$ cat src/rtl/channel_loader.sv
// channel_loader
//   Collects eight real-valued channel rows (plus their received samples)
//   into a full 8x8 matrix frame, accumulating per-column energy as the rows
//   arrive. Once row 7 is taken the frame is held on the outputs until the
//   downstream decomposition stage accepts it.
//
//   Widths come from parameters.v (`WL element width, `COLNORM_WL norm width);
//   the guarded defaults below apply when that file is not in the build.
//   Optional macro CHANNEL_LOADER_SAT_EN: saturate shifted column norms that do
//   not fit in `COLNORM_WL bits (default build truncates to the low bits).
//
//   Ports
//     clk         sole clock, rising edge
//     rst         asynchronous active-high reset
//     Hrow_i      one channel row, element c at [`WL*c +: `WL], signed
//     y_i         received sample for that row, signed
//     in_valid    Hrow_i/y_i valid
//     in_ready    loader can accept a row
//     Hmatrix_o   assembled matrix, element (r,c) at [`WL*8*r + `WL*c +: `WL]
//     Yarray_o    assembled samples, element r at [`WL*r +: `WL]
//     colnorm_o   unsigned column norm c at [`COLNORM_WL*c +: `COLNORM_WL]
//     colorder_o  column index for slot c at [3*c +: 3] (identity)
//     out_valid   complete frame present on the outputs
//     out_ready   downstream accepts the frame

`ifndef WL
`define WL 16
`endif
`ifndef COLNORM_WL
`define COLNORM_WL 7
`endif

module channel_loader #(
    parameter int NORM_SHIFT = 4
) (
    input  logic                      clk,
    input  logic                      rst,
    input  logic [8*`WL-1:0]          Hrow_i,
    input  logic [`WL-1:0]            y_i,
    input  logic                      in_valid,
    output logic                      in_ready,
    output logic [8*8*`WL-1:0]        Hmatrix_o,
    output logic [8*`WL-1:0]          Yarray_o,
    output logic [8*`COLNORM_WL-1:0]  colnorm_o,
    output logic [8*3-1:0]            colorder_o,
    output logic                      out_valid,
    input  logic                      out_ready
);

    localparam int unsigned W     = `WL;
    localparam int unsigned CNW   = `COLNORM_WL;
    localparam int unsigned ACC_W = 2*W + 3;

    typedef enum logic {LOAD, HOLD} state_t;

    state_t            state, state_next;
    logic [2:0]        rowcnt;
    logic [ACC_W-1:0]  acc [8];
    logic [2*W-1:0]    sq  [8];
    logic              row_take;
    logic              frame_take;

    always_ff @(posedge clk or posedge rst) begin
        if (rst) state <= LOAD;
        else     state <= state_next;
    end

    always_comb begin
        state_next = state;
        in_ready   = 1'b0;
        out_valid  = 1'b0;
        row_take   = 1'b0;
        frame_take = 1'b0;
        case (state)
            LOAD: begin
                in_ready = 1'b1;
                if (in_valid) begin
                    row_take = 1'b1;
                    if (rowcnt == 3'd7) state_next = HOLD;
                end
            end
            HOLD: begin
                out_valid = 1'b1;
                if (out_ready) begin
                    frame_take = 1'b1;
                    state_next = LOAD;
                end
            end
            default: state_next = LOAD;
        endcase
    end

    // Squaring the sign-extended element modulo 2^(2W) yields the exact square,
    // since |x|^2 <= 2^(2W-2) always fits; this covers the most negative input.
    always_comb begin
        for (int unsigned c = 0; c < 8; c++) begin
            logic [2*W-1:0] ext;
            ext   = {{W{Hrow_i[W*c + W - 1]}}, Hrow_i[W*c +: W]};
            sq[c] = ext * ext;
        end
    end

    always_ff @(posedge clk or posedge rst) begin
        if (rst) begin
            rowcnt    <= '0;
            Hmatrix_o <= '0;
            Yarray_o  <= '0;
            for (int unsigned c = 0; c < 8; c++) acc[c] <= '0;
        end else if (row_take) begin
            Hmatrix_o[W*8*rowcnt +: 8*W] <= Hrow_i;
            Yarray_o[W*rowcnt +: W]      <= y_i;
            rowcnt                       <= rowcnt + 3'd1;
            for (int unsigned c = 0; c < 8; c++) acc[c] <= acc[c] + {3'b000, sq[c]};
        end else if (frame_take) begin
            // Matrix and samples are left in place; the next frame overwrites them.
            for (int unsigned c = 0; c < 8; c++) acc[c] <= '0;
        end
    end

    // Norms follow acc directly: zero after reset/accept, frozen while holding.
    always_comb begin
        logic [ACC_W-1:0] shifted;
        colnorm_o = '0;
        shifted   = '0;
        for (int unsigned c = 0; c < 8; c++) begin
            shifted = acc[c] >> NORM_SHIFT;
`ifdef CHANNEL_LOADER_SAT_EN
            colnorm_o[CNW*c +: CNW] = (|shifted[ACC_W-1:CNW]) ? '1 : shifted[CNW-1:0];
`else
            colnorm_o[CNW*c +: CNW] = shifted[CNW-1:0];
`endif
        end
    end

    always_comb begin
        colorder_o = '0;
        for (int unsigned c = 0; c < 8; c++) colorder_o[3*c +: 3] = 3'(c);
    end

endmodule

$ cat config.mk
export PLATFORM = sky130hd
export DESIGN_NAME = channel_loader
export DESIGN_NICKNAME = d
export VERILOG_FILES = /design/src/rtl/channel_loader.sv
export SDC_FILE = /design/constraint.sdc
export NUM_CORES = 2
export LEC_CHECK = 0
export BUFFER_PORTS_ARGS = -buffer_cell sky130_fd_sc_hd__buf_2
export CORE_AREA = 2 2 534 536
export CTS_CLUSTER_SIZE = 8
export DETAILED_ROUTE_END_ITERATION = 7
export DIE_AREA = 0 0 536 538
export SYNTH_ARGS = -nofsm -noshare
export SYNTH_HDL_FRONTEND = slang
export SYNTH_SLANG_ARGS = --single-unit
$ cat constraint.sdc
create_clock -name clk -period 103.3 [get_ports clk]
set_input_delay 15.495 -clock clk [delete_from_list [all_inputs] [get_ports clk]]
set_output_delay 15.495 -clock clk [all_outputs]
set_load 0.005 [all_outputs]
Word level (Yosys, flattened, before mapping)
Index checks and enable logic that the tools add are counted.
{ "classes": {"add_sub_neg": 11, "multipliers": 8, "n_eq_ne": 1, "shifts": 4, "muxes": 14, "bitwise": 1, "reduce_logical": 1} }
{ "op_table": {"columns": ["cell", "n"], "rows": [
  ["$bwmux W1024", 1],
  ["$shift A128 B34 Y1024 const A", 1],
  ["$shiftx A128 B34 Y1024", 1],
  ["$mux W280", 2],
  ["$add A35 B32 Y35", 8],
  ["$mul A16 B16 Y32", 8],
  ["$bwmux W128", 1],
  ["$shift A16 B34 Y128 const A", 1],
  ["$shiftx A16 B34 Y128", 1],
  ["$neg A10 Y34", 1],
  ["$neg A7 Y34", 1],
  ["$mux W1", 9],
  ["$add A3 B1 Y3 const B", 1],
  ["$eq A3 B3 Y1 const B", 1],
  ["$pmux W1 S2", 1],
  ["$reduce_bool A2 Y1", 1],
  ["$not A1 Y1", 1]
]} }
{ "word_totals": {"reg_bits": 1436, "inputBits": 148, "output_inout_bits": 1234, "wordCells": 52} }

Longest topological paths before layout
{ "depth": {"word_depth": 4, "ltp_mapped": 24} }

Worst setup path after synthesis
Ideal clock, no wire load.
{ "synth_timing": {"kind": "input to register", "startpoint": "input port Hrow_i[102]", "endpoint": "register acc (netlist bit colnorm_o[48])", "setup_ns": 0.121, "arrival_time_ns": 20.164, "required_ns": 103.179, "setup_slack_ns": 83.015, "path_stages": 19, "n_path_buf": 1, "cell_sequence": "clkbuf_1 > and2_1 > fa_1 > fa_1 > ha_1 > fa_1 > inv_1 > fa_1 > fa_1 > inv_1 > ha_1 > o21a_1 > nor2_1 > xnor2_1 > ha_1 > nand2_1 > o31ai_1 > xnor2_1 > a22o_1"} }
{ "synth_between": {"elab_chain_len": 3} }
{ "synth_rtl": {"columns": ["element", "line", "text"], "rows": [
  ["from (decl)", "38", "input logic [8*`WL-1:0] Hrow_i,"],
  ["$mul A16 B16 Y32", "99", "sq[c] = ext * ext;"],
  ["$add A35 B32 Y35", "113", "for (int unsigned c = 0; c < 8; c++) acc[c] <= acc[c] + {3'b000, sq[c]};"],
  ["$mux W280", "109", "end else if (row_take) begin"],
  ["to (decl)", "58", "logic [ACC_W-1:0] acc [8];"]
]} }
Every way passes these cells.
A chain may end at the register's enable or synchronous reset.

Worst setup path in the final report
{ "layout_timing": {"startpoint": "input port Hrow_i[81]", "endpoint": "register acc (netlist bit colnorm_o[41])"} }
Same word-level chain as after synthesis.

==> flow_metrics.env <==
export IMPL_fillers=30400
export IMPL_cts_tree="yes"
export IMPL_htree_num_levels=4
export IMPL_track_usage_pct=16.7
export IMPL_num_rows=196
export IMPL_io_pins=1382
export IMPL_rsz0062_at_grt="no"
export IMPL_finalCritPeriodShare_pct=19.3
export IMPL_die_y_um=538
export IMPL_power_leakage_nw=39.3
export IMPL_pwr_share_clk_pct=21.6
export IMPL_drtPass1Iterations=6
export IMPL_synth_warnings=0
export IMPL_cts_hold_buf=0
export IMPL_numClockSinks=1244
export IMPL_clkSlewWorstSetupHoldPaths_ns=0.05
export IMPL_internal_power_mw=1.48
export IMPL_ys_types=53
export IMPL_synth_area_leaders="dfrtp_1 50%, nand2_1 8.6%, ha_1 7.7%"
export IMPL_synth_area_um2=62300
export IMPL_ys_ff_latch=1244
export IMPL_worstMarginPinSlew_ns=1.04
export IMPL_start_util_pct=22.0
export IMPL_post_cts_buffers=0
export IMPL_finalCriticalPeriod_ns=19.91
export IMPL_setup_viol=0
export IMPL_synth_top_family_by_area="adder cells"
export IMPL_drc_errors=0
export IMPL_power_density_nw_per_um2=32.8
export IMPL_p_seq_share_pct=31.7
export IMPL_ir_worst_vdd_mv=0.0218
export IMPL_core_um2=283000
export IMPL_rrSetupSlack_ns=99.04
export IMPL_routed_wl_um=249000
export IMPL_yosys_mux_area_fraction_pct=5.11
export IMPL_p_comb_share_pct=46.7
export IMPL_crit_type="in2reg"
export IMPL_gp_congestion=0.855
export IMPL_crit_top_cell="fa_1"
export IMPL_port_buffers=1357
export IMPL_synth_compound_area_share_pct=10.3
export IMPL_synthAdderAreaFrac_pct=13.1
export IMPL_hpwl_um=190000
export IMPL_hold_viol_final=0
export IMPL_layout_drive_gt1_share_pct=26.1
export IMPL_p_switching_mw=1.05
export IMPL_synth_ff_type="dfrtp_1"
export IMPL_cts_inserted_buffers=183
export IMPL_insertion_delay_ns=0.83
export IMPL_overflow=0
export IMPL_synth_xor_area_share_pct=3.09
export IMPL_yosys_area_top_type="dfrtp_1"
export IMPL_cts_path_max_buffers=4
export IMPL_whs_ns=0.470
export IMPL_slew_headroom_pct=30.3
export IMPL_synthMostInstantiatedCell="nand2_1"
export IMPL_crit_family="adder cells"
export IMPL_async_reset_ff_share_pct=100
export IMPL_r2r_end="Hmatrix_o[661]$_DFFE_PP0P_"
export IMPL_slowest_stage="fa_1"
export IMPL_holdPathStages=2
export IMPL_ys_top_cells_by_count="1434 x nand2_1, 1244 x dfrtp_1, 947 x o21ai_0, 400 x inv_1, 383 x ha_1"
export IMPL_p_sw_share_pct=41.6
export IMPL_antenna_found_initial=40
export IMPL_synth_top_cell_area_share_pct=49.9
export IMPL_drt_first_iter_violations=2486
export IMPL_crit_arrival_ns=20.58
export IMPL_avgSynthCellArea_um2=10.2
export IMPL_cap_violations=0
export IMPL_cp_end_kind="flip-flop"
export IMPL_max_freq_mhz=50.2
export IMPL_cts_root_buffer="clkbuf_16"
export IMPL_crit_buf_inv=3
export IMPL_synth_edf_count=0
export IMPL_status="completed"
export IMPL_grt_max_degree=149
export IMPL_grt_pass1_wl_um=354000
export IMPL_grt_pass1_vias=48900
export IMPL_drtAntennaViolNets=0
export IMPL_ys_seq_area_share_pct=49.9
export IMPL_vias=48400
export IMPL_via_per_inst=4.36
export IMPL_finalMaxSlewViolations=0
export IMPL_worstPathCellList="buf_2 > and2_1 > fa_1 > fa_1 > ha_1 > fa_1 > inv_1 > fa_1 > fa_1 > inv_1 > ha_1 > o21a_1 > nor2_1 > xnor2_1 > ha_1 > nand2_1 > o31ai_1 > xnor2_1 > a22o_1"
export IMPL_min_delay_start="Hmatrix_o[732]$_DFFE_PP0P_"
export IMPL_min_path_type="reg2reg"
export IMPL_area_growth_pct=23.9
export IMPL_start_kind="input port"
export IMPL_wire_per_inst_um=22.4
export IMPL_nNetsFinal=8013
export IMPL_fin_tns_setup_ns=0
export IMPL_crit_path_max_fanout=18
export IMPL_fin_area_um2=77200
export IMPL_fin_skew_ns=0.0532
export IMPL_min_to="Hmatrix_o[732]$_DFFE_PP0P_"
export IMPL_yosys_area_share_simple_pct=12.2
export IMPL_die_area_um2=288000
export IMPL_max_stage_delay_ns=0.55
export IMPL_syn_inst=6111
export IMPL_r2r_start="rowcnt[0]$_DFFE_PP0P_"
export IMPL_placed_cell_area_um2=72200
export IMPL_cp_required_ns=103.97
export IMPL_die_width_um=536
export IMPL_ctsResizeCount=0
export IMPL_r2r_worst_path_cells=9
-- per-layer routing --
metal	wire length, µm	GRT usage, %	up-vias
li1	-	-	22300
met1	102000	20.5	23900
met2	113000	26.7	1768
met3	24700	6.15	395
met4	9890	6.23	8
met5	51	0	-
-- sequential cells by signal, summed over array words and instances (netlist names) --
register and cells:
acc 32, state 1, colnorm_o 56, rowcnt 3
Yarray_o 128, Hmatrix_o 1024
-- layout by cell type (no fill, tap or decap), types with 9 or more instances in the layout --
| cell type | n |
|---|---|
| nor3_1 | 24 |
| o21a_1 | 16 |
| a22o_1 | 24 |
| buf_2 | 1357 |
| xor2_1 | 24 |
| inv_1 | 399 |
| fa_1 | 168 |
| nand2_1 | 1434 |
| nand3_1 | 9 |
| o21ai_1 | 52 |
| mux2_1 | 35 |
| and3_1 | 14 |
| a211oi_1 | 16 |
| nor3b_1 | 18 |
| o21ai_0 | 947 |
| conb_1 | 24 |
| and2_1 | 188 |
| a21o_1 | 24 |
| a21oi_1 | 54 |
| diode_2 | 11 |
| dfrtp_1 | 1244 |
| buf_4 | 66 |
| xnor3_1 | 16 |
| ha_1 | 383 |
| nor2b_1 | 23 |
| mux2_2 | 241 |
| xnor2_1 | 147 |
| nor2_1 | 61 |
| clkbuf_16 | 183 |
-- metrics by stage --
stage | util [%] | power, mW | setup slack (ns) | std cells
2_1_floorplan | - | 1.49 | 52.75 | 6133
3_3_place_gp | 25.5 | 1.98 | 82.63 | 10900
3_5_place_dp | 25.5 | 1.99 | 82.59 | 10900
4_1_cts | 27.2 | 2.56 | 83.49 | 11100
5_1_grt | 27.2 | 2.72 | 83.17 | 11100
6_report | 27.3 | 2.53 | 83.39 | 11100
-- tightest hold or removal path, cell delays in order, from the launching register on --
cell and delay (ns):
dfrtp_1 0.33, nand2_1 0.04, o21ai_0 0.05
-- cell families (layout without fill, tap and decap cells) --
| group | Yosys count | in the layout |
|---|---|---|
| and+or+nand+nor | 1809 | 1809 |
| DFF | 1244 | 1244 |
| AOI/OAI and AO/OA | 1200 | 1200 |
| buffers and inverters | 830 | 2040 |
| adders and majority gates | 551 | 551 |
| muxes | 284 | 284 |
| xor gates and xnor gates | 191 | 191 |
| other | 2 | 35 |
-- worst max-delay path by stage --
stage                           from                         to  slack, ns  depth (start not counted)
after global placement    Hrow_i[69]  colnorm_o[34]$_DFFE_PP0P_      82.63                         23
after CTS                 Hrow_i[81]  colnorm_o[41]$_DFFE_PP0P_      83.49                         19
final                     Hrow_i[81]  colnorm_o[41]$_DFFE_PP0P_      83.39                         19
after global routing      Hrow_i[66]  colnorm_o[34]$_DFFE_PP0P_      83.17                         24
after floorplan                  rst   Hmatrix_o[0]$_DFFE_PP0P_      52.75                          1
after detailed placement  Hrow_i[81]  colnorm_o[41]$_DFFE_PP0P_      82.59                         19
-- power groups by stage --
stage / combinational (mW) / clock, mW / sequential (mW)
CTS: 1.20 / 0.561 / 0.801
global placement: 1.18 / 0 / 0.797
finish: 1.18 / 0.547 / 0.802
detailed placement: 1.19 / 0 / 0.804
floorplan: 0.674 / 0 / 0.813
global route: 1.32 / 0.579 / 0.824
-- area by class of cell --
class	count	area, µm²	share of cell area, %
antenna	11	27.5	0.0357
clock buffer	195	4680	6.07
clock inverter	19	305	0.395
inverter	401	1510	1.96
multi-input combinational	4059	27500	35.6
sequential	1244	31100	40.3
tap	3762	4710	6.10
timing repair buffer	1425	7330	9.49
(Power assumes the default switching activity.)
